### src/rtl/ram_bist_ctrl.sv
// Self-test sequencer for a single-port RAM: writes pattern(a) = a + SEED to every address, then reads each address back and checks it.
// A run takes 2N + RD_LAT + 1 cycles from start to the done pulse. There is no backpressure: start is only accepted while IDLE.
module ram_bist_ctrl #(
   parameter int                ADDR_W = 5,
   parameter int                DATA_W = 8,
   parameter int                RD_LAT = 1,
   parameter logic [DATA_W-1:0] SEED   = 8'hA5
) (
   input  logic              sys_clk,
   input  logic              sys_rst,
   input  logic              start,
   output logic              ram_en,
   output logic              ram_we,
   output logic [ADDR_W-1:0] ram_addr,
   output logic [DATA_W-1:0] ram_wdata,
   input  logic [DATA_W-1:0] ram_rdata,
   output logic              busy,
   output logic              done,
   output logic              pass,
   output logic [ADDR_W:0]   err_cnt,
   output logic [ADDR_W-1:0] first_err_addr
);

   localparam int LAT_W = (RD_LAT > 1) ? $clog2(RD_LAT) : 1;

   typedef enum logic [2:0] {
      S_IDLE  = 3'd0,
      S_WRITE = 3'd1,
      S_READ  = 3'd2,
      S_DRAIN = 3'd3,
      S_DONE  = 3'd4
   } state_t;

   state_t              state_q, state_d;
   logic [ADDR_W-1:0]   cnt_q, cnt_d;
   logic [LAT_W-1:0]    lat_q, lat_d;
   logic                en_q, en_d;
   logic                we_q, we_d;
   logic [DATA_W-1:0]   wdata_q, wdata_d;
   logic                busy_q, busy_d;
   logic                done_q, done_d;
   logic                pass_q, pass_d;
   logic [ADDR_W:0]     err_cnt_q, err_cnt_d;
   logic [ADDR_W-1:0]   first_q, first_d;

   // Expected address and valid flag, delayed to line up with ram_rdata.
   logic                pipe_vld_q  [RD_LAT];
   logic [ADDR_W-1:0]   pipe_addr_q [RD_LAT];

   logic                cmp_vld;
   logic [ADDR_W-1:0]   cmp_addr;
   logic [DATA_W-1:0]   cmp_exp;
   logic                mismatch;

   assign cmp_vld  = pipe_vld_q[RD_LAT-1];
   assign cmp_addr = pipe_addr_q[RD_LAT-1];
   assign cmp_exp  = DATA_W'(cmp_addr) + SEED;
   assign mismatch = cmp_vld && (ram_rdata != cmp_exp);

   always_comb begin
      state_d   = state_q;
      cnt_d     = cnt_q;
      lat_d     = lat_q;
      pass_d    = pass_q;
      err_cnt_d = err_cnt_q;
      first_d   = first_q;

      if (mismatch) begin
         err_cnt_d = err_cnt_q + 1'b1;
         if (err_cnt_q == '0) begin
            first_d = cmp_addr;
         end
      end

      case (state_q)
         S_IDLE: begin
            if (start) begin
               state_d   = S_WRITE;
               cnt_d     = '0;
               err_cnt_d = '0;
               pass_d    = 1'b0;
               first_d   = '0;
            end
         end
         S_WRITE: begin
            // The counter wraps to 0 on its own as the last address is reached.
            cnt_d = cnt_q + 1'b1;
            if (&cnt_q) begin
               state_d = S_READ;
            end
         end
         S_READ: begin
            cnt_d = cnt_q + 1'b1;
            if (&cnt_q) begin
               state_d = S_DRAIN;
               lat_d   = '0;
            end
         end
         S_DRAIN: begin
            if (lat_q == LAT_W'(RD_LAT - 1)) begin
               state_d = S_DONE;
               pass_d  = (err_cnt_d == '0);
            end else begin
               lat_d = lat_q + 1'b1;
            end
         end
         S_DONE: begin
            state_d = S_IDLE;
         end
         default: begin
            state_d = S_IDLE;
            cnt_d   = '0;
         end
      endcase

      // Outputs are registered, so they are decoded from the next state.
      en_d    = (state_d == S_WRITE) || (state_d == S_READ);
      we_d    = (state_d == S_WRITE);
      wdata_d = we_d ? (DATA_W'(cnt_d) + SEED) : '0;
      busy_d  = (state_d == S_WRITE) || (state_d == S_READ) || (state_d == S_DRAIN);
      done_d  = (state_d == S_DONE);
   end

   always_ff @(posedge sys_clk) begin
      if (sys_rst) begin
         state_q   <= S_IDLE;
         cnt_q     <= '0;
         lat_q     <= '0;
         en_q      <= 1'b0;
         we_q      <= 1'b0;
         wdata_q   <= '0;
         busy_q    <= 1'b0;
         done_q    <= 1'b0;
         pass_q    <= 1'b0;
         err_cnt_q <= '0;
         first_q   <= '0;
      end else begin
         state_q   <= state_d;
         cnt_q     <= cnt_d;
         lat_q     <= lat_d;
         en_q      <= en_d;
         we_q      <= we_d;
         wdata_q   <= wdata_d;
         busy_q    <= busy_d;
         done_q    <= done_d;
         pass_q    <= pass_d;
         err_cnt_q <= err_cnt_d;
         first_q   <= first_d;
      end
   end

   always_ff @(posedge sys_clk) begin
      if (sys_rst) begin
         for (int i = 0; i < RD_LAT; i++) begin
            pipe_vld_q[i]  <= 1'b0;
            pipe_addr_q[i] <= '0;
         end
      end else begin
         pipe_vld_q[0]  <= en_q && !we_q;
         pipe_addr_q[0] <= cnt_q;
         for (int i = 1; i < RD_LAT; i++) begin
            pipe_vld_q[i]  <= pipe_vld_q[i-1];
            pipe_addr_q[i] <= pipe_addr_q[i-1];
         end
      end
   end

   assign ram_en         = en_q;
   assign ram_we         = we_q;
   assign ram_addr       = cnt_q;
   assign ram_wdata      = wdata_q;
   assign busy           = busy_q;
   assign done           = done_q;
   assign pass           = pass_q;
   assign err_cnt        = err_cnt_q;
   assign first_err_addr = first_q;

endmodule
### config.mk
export PLATFORM = sky130hd
export DESIGN_NAME = ram_bist_ctrl
export DESIGN_NICKNAME = d
export VERILOG_FILES = /design/src/rtl/ram_bist_ctrl.sv
export SDC_FILE = /design/constraint.sdc
export NUM_CORES = 1
export LEC_CHECK = 0
export ABC_AREA = 1
export CAP_MARGIN = 20
export CORE_MARGIN = 4
export CORE_UTILIZATION = 33
export CTS_CLUSTER_DIAMETER = 30
export CTS_CLUSTER_SIZE = 8
export DETAILED_ROUTE_END_ITERATION = 10
export PLACE_DENSITY = 0.64
export SKIP_CTS_REPAIR_TIMING = 1
export SYNTH_ARGS = -nofsm -noshare
export SYNTH_HDL_FRONTEND = slang
export SYNTH_SLANG_ARGS = --single-unit
### constraint.sdc
create_clock -name sys_clk -period 2.8 [get_ports sys_clk]
set_clock_uncertainty 0.2 [all_clocks]
set_input_delay 0.56 -clock sys_clk [delete_from_list [all_inputs] [get_ports sys_clk]]
set_output_delay 0.56 -clock sys_clk [all_outputs]
set_load 0.01 [all_outputs]
==> impl_metrics.toml, run 1 <==
[outcome]
outcome = "finished clean"

[critical_path]
cpMaxStageDelayCell = "clkdlybuf4s50_1"
critPathBufInv = 1
cp-end-kind = "flip-flop"
cpLargestDelayFamily = "buffers and inverters"
worstPathRequired_ps = 2770
max_stage_delay_ps = 460
worstPathMaxFanout = 4
crit_type = "input pin to flip-flop"
worst_setup_path_start_kind = "input pin"
crit_arrival_ps = 2060
path_cells = "clkdlybuf4s50_1 > o31ai_2 > ha_1 > or2_1 > nand3_1 > nand2_1 > nor2_1"

[cts]
clockRootBuffer = "clkbuf_8"
htreeDepth = 2
clock_latency_ps = 280
cts_tree = "built"
clk_pin_slew_ps = 70
clock_tree.buffer_depth = 2
cts_buffers = 5
cts.sinks = 38

[synth]
synth_top_area_share = 0.424
synth_nets = 265
yosys_warnings = 0
synth-seq-cells = 38
synthTopCellsByCount = "54 x nand2_1, 38 x dfxtp_1, 38 x inv_1"
ys_seq_area_frac = 0.424
async_flop_share = 0
synth-main-ff-cell = "dfxtp_1"
synth_area_leader_cell = "dfxtp_1"
synthTopCellsByArea = "dfxtp_1 42%, nand2_1 11%, inv_1 7.9%"
yosysMostFrequentCell = "nand2_1"
synth_area_per_cell_sq_um = 7.23
syn_area_sq_mm = 0.00179
postSynthCellCount = 248
synth_edf_count = 0
yosysUniqueCellTypes = 29

[timing]
min_period_ps = 2090
setup_viol = 0
rsz0062_at_grt = "false"
fin_crit_sh = 0.746
tns_ps = 0
worst_slew_pin_slew_ps = 392
max_freq_ghz = 0.479
holdWs_ps = 220
slew_violations = 0
relSlewSlack = 0.738
hold_violations = 0

[grt]
antenna_found_initial = 0
overflow = 0
grt_pass1_wl_um = 6440
grt_pass1_vias = 1490
grt_usage = 0.126
grt_max_degree = 19

[finish]
seq_area_sq_um = 761
multi_input_area_sq_um = 861
layout-drive-gt1-share = 0.0856
antennaDiodeCount = 0
fin_util = 0.453
nets = 309
areaGrowthSynthToFinish_pct = 30.7
nFillCells = 516
fin_cells = 362

[floorplanning]
die_y_um = 81.7
fp.coreArea_sq_mm = 0.00517
std_cell_rows = 26
initial_core_util = 0.347
die_width_um = 81.7
io_pins = 40
dieArea_sq_mm = 0.00668

[power]
p_per_area_mw_per_mm2 = 451
p_leak_nw = 0.993
ir_drop_uv = 305

[placed_design]
place_inst = 355
hpwl_um = 2980
port_buffers = 39
gp_congestion = 0.854

[routing]
drt-total-wl_um = 3860
drcViolationCount = 0
via_count = 1585
highest_layer = "met4"
drt_pre_antenna_iters = 4
first_iter_violations = 54
post_drt_via_cell_ratio = 4.38
antenna_left = 0
wl_per_cell_um = 10.7
wl_met3_um = 246
met1_length_um = 1940
route.met2.wl_um = 1660

[run]
maxCapViolCount = 0

[min_path]
hold_class = "flip-flop to flip-flop"
[state kept, by name (all words and copies together), names as in the netlist, 3 cells and up]
register / flops
ram_addr: 5
state_q: 3
err_cnt: 6
pipe_addr_q: 5
first_err_addr: 5
ram_wdata: 8
[cells by family after synthesis]
| family | after synthesis | synth area share |
|---|---|---|
| AO/OA/AOI/OAI | 33 | 0.111 |
| XOR/XNOR | 7 | 0.0342 |
| adder cells (fa/ha/maj) | 6 | 0.0418 |
| buffers and inverters | 46 | 0.0962 |
| flip-flops | 38 | 0.424 |
| AND/OR/NAND/NOR | 118 | 0.293 |
[layout make-up]
type,instances,share of cell area
flip-flops and latches,38,0.324
clock buffers,7,0.0326
multi-input cells,164,0.367
well taps,70,0.0374
repair buffers,40,0.170
inverters,43,0.0688
[final timing paths]
kind              cells after the start       start  slack, ps             to
hold reg to reg                       1      ram_we        220  pipe_vld_q[0]
hold / removal                        1      ram_we        220  pipe_vld_q[0]
setup / recovery                      7       start        710   ram_wdata[4]
setup reg to reg                      9  state_q[1]        740   ram_wdata[4]
[routing by layer]
layer,vias to the layer above,GRT usage
met5,-,0
met2,31,0.197
li1,861,-
met3,2,0.0482
met4,0,0.0449
met1,691,0.157
[metrics by stage]
step	instance area, sq um	worst slack [ps]	power [mW]
2_1_floorplan	1790	968	0.664
3_3_place_gp	2270	430	0.731
3_5_place_dp	2270	415	0.731
4_1_cts	2340	696	1.08
5_1_grt	2340	538	1.12
6_report	2340	711	1.06
[worst register-to-register path: stages (launching register included)]
cell and delay, ps:
dfxtp_1 410, nor2_1 70, nand2_1 90, nand2_1 110, o21ai_0 220, o31ai_2 150, ha_1 250, or2_1 260
a21oi_1 140, nor2_1 60
[cell usage in the layout (no fill, tap or decap), types with 2 or more instances in the layout]
cell	synthesis	final
nor2_2	2	2
nor2_1	30	30
dfxtp_1	38	38
clkdlybuf4s50_1	0	39
xor2_1	7	7
nand2_1	54	54
ha_1	6	6
nand2_2	3	3
clkbuf_8	0	5
nand3_1	19	19
o21ai_2	2	2
nand3b_1	3	3
inv_2	5	5
nand3_2	2	2
a21oi_1	16	16
inv_1	38	38
o21ai_1	2	2
o21ai_0	7	7
clkbuf_1	2	2
[report_power, final]
| part | internal (mW) | switching [mW] |
|---|---|---|
| registers | 0.561 | 0.0143 |
| logic | 0.0676 | 0.0754 |
| clock network | 0.171 | 0.167 |
| total | 0.800 | 0.257 |
(Power assumes the default switching activity.)
==> run 2, diff against run 1 <==
--- a/config.mk
+++ b/config.mk
@@ -12,7 +12,7 @@
 export CTS_CLUSTER_DIAMETER = 30
 export CTS_CLUSTER_SIZE = 8
 export DETAILED_ROUTE_END_ITERATION = 10
-export PLACE_DENSITY = 0.64
+export PLACE_DENSITY = 0.66
 export SKIP_CTS_REPAIR_TIMING = 1
 export SYNTH_ARGS = -nofsm -noshare
 export SYNTH_HDL_FRONTEND = slang
==> constraint.sdc (replaced) <==
create_clock -name sys_clk -period 1.76 [get_ports sys_clk]
set_clock_uncertainty 0.2 [all_clocks]
set_input_delay 0.352 -clock sys_clk [delete_from_list [all_inputs] [get_ports sys_clk]]
set_output_delay 0.352 -clock sys_clk [all_outputs]
set_load 0.01 [all_outputs]
==> run 2 against run 1 <==
Against the previous run:
- critical path type unchanged
- flip-flop and latch count unchanged
- critical endpoint is now pass
- largest power group unchanged
- hold slack better by 4.5 ps
- sequential share of layout area down 5.7 points
- combinational power up 150%
- via count up 14%
- cell count up 7.5%
- the flow now finishes with violations (negative setup slack)
==> impl_metrics.toml, run 2 (synthesis gave the netlist of run 1 again) <==
[timing]
hold_violations = 0
fin_crit_sh = 1.10
fin_ws_ps = -184
tns_ps = -896
relSlewSlack = 0.687
min_period_ps = 1940
slew_violations = 0
setup_viol = 14
max_freq_ghz = 0.514
rsz0062_at_grt = "true"
worst_slew_pin_slew_ps = 468

[floorplanning]
fp.coreArea_sq_mm = 0.00517
initial_core_util = 0.347
dieArea_sq_mm = 0.00668
io_pins = 40
std_cell_rows = 26
die_width_um = 81.7
die_y_um = 81.7

[routing]
drcViolationCount = 0
route.met2.wl_um = 2320
drt-total-wl_um = 4570
via_count = 1805
drt_pre_antenna_iters = 4
first_iter_violations = 44
met1_length_um = 1930
antenna_left = 0
post_drt_via_cell_ratio = 4.64
highest_layer = "met4"
wl_per_cell_um = 11.7
wl_met3_um = 226

[grt]
overflow = 0
grt_max_degree = 11
grt_pass1_wl_um = 6930
grt_usage = 0.133
antenna_found_initial = 0
grt_pass1_vias = 1704

[power]
ir_drop_uv = 518
power_switching_mw = 0.478
p_per_area_mw_per_mm2 = 627
p_leak_nw = 1.37
seq_power_share = 0.504
p_int_mw = 1.34
power_frac_comb = 0.195
clock_power_share = 0.301
switching_share = 0.263

[min_path]
min_path_cells = 1
min_from = "ram_we"
hold_class = "flip-flop to flip-flop"
min_to = "pipe_vld_q[0]"

[critical_path]
timing.rr.start = "pipe_addr_q[0][1]"
worst_setup_path_start_kind = "input pin"
r2r_slack_ps = -180
worstPathMaxFanout = 8
cpMaxStageDelayCell = "clkdlybuf4s50_1"
path_cells = "clkdlybuf4s50_1 > xor2_1 > nand3_4 > nor2_4 > nand3_4 > nand3_1 > nand3_1 > nor2_1 > nand3_1 > nand2_1"
critPathBufInv = 1
worstPathRequired_ps = 1790
crit_arrival_ps = 1970
critPathLaunch = "ram_rdata[0]"
cp-end-kind = "flip-flop"
cpMostUsedCell = "nand3_1"
crit_type = "input pin to flip-flop"
r2r_cells = 11
max_stage_delay_ps = 470
r2r_end = "pass"
cpLargestDelayFamily = "simple AND/OR/NAND/NOR gates"

[finish]
fin_util = 0.561
areaGrowthSynthToFinish_pct = 61.9
nets = 336
largest_register_ffs = 8
antennaDiodeCount = 0
layout_common_cells = "38 x nand2_1, 31 x inv_1, 28 x clkdlybuf4s50_1, 26 x nor2_1"
layout-drive-gt1-share = 0.373
final_common_cell = "nand2_1"
nFillCells = 467

[cts]
htreeDepth = 2
cts_buffers = 5
clk_pin_slew_ps = 70
cts_tree = "built"
cts.sinks = 38
clock_latency_ps = 280
clock_tree.buffer_depth = 2
clockRootBuffer = "clkbuf_8"

[outcome]
failed_checks = "negative setup slack"
outcome = "finished, violations left"

[placed_design]
port_buffers = 39
hpwl_um = 3200
gp_congestion = 0.887

[run]
maxCapViolCount = 0
[run 2: changes by cell type in the layout (fill, tap and decap cells not counted), moves of 5 or more]
| cell | delta |
|---|---|
| inv_1 | -7 |
| a21oi_2 | +9 |
| nand2_1 | -16 |
| inv_2 | +6 |
| dfxtp_1 | -13 |
| dlymetal6s2s_1 | +11 |
| a21oi_1 | -9 |
| clkdlybuf4s50_1 | -11 |
| dfxtp_2 | +13 |
| nand2_4 | +5 |
| o21ai_0 | -6 |
| buf_4 | +24 |
| nand2_2 | +10 |
[run 2: final cells by class]
type	instances	area, sq um	share of cell area
clock buffer	7	76.3	0.0263
multi-input combinational	164	1150	0.396
tap	70	87.6	0.0302
inverter	43	164	0.0564
sequential	38	777	0.268
timing repair buffer	67	648	0.223
[run 2: worst max-delay path by stage]
stage,to,cells past startpoint
after floorplan,pass,12
after global placement,pass,15
after detailed placement,pass,15
after CTS,pass,12
after global routing,pass,12
final,pass,10
[run 2: power by group through the flow]
stage / sequential (mW) / clock (mW) / combinational (mW)
final: 0.917 / 0.549 / 0.355
after global routing: 0.921 / 0.603 / 0.392
after CTS: 0.911 / 0.565 / 0.290
after detailed placement: 0.930 / 0 / 0.288
after global placement: 0.930 / 0 / 0.285
after floorplan: 0.942 / 0 / 0.121
[run 2: metrics by stage]
stage          instance area (sq um)  worst slack, ps  hold WS [ps]  total power, mW  instances
2_1_floorplan                   1820            -34.8           243             1.06        248
3_3_place_gp                    2500             -380           225             1.21        380
3_5_place_dp                    2500             -440           225             1.22        380
4_1_cts                         2570             -179           233             1.77        387
5_1_grt                         2900             -267           260             1.91        389
6_report                        2900             -184           225             1.82        389
[run 2: per-layer routing]
metal / global-route usage / up-vias
met1: 0.162 / 823
met2: 0.224 / 51
met5: 0 / -
met4: 0.0498 / 0
met3: 0.0340 / 14
li1: - / 917
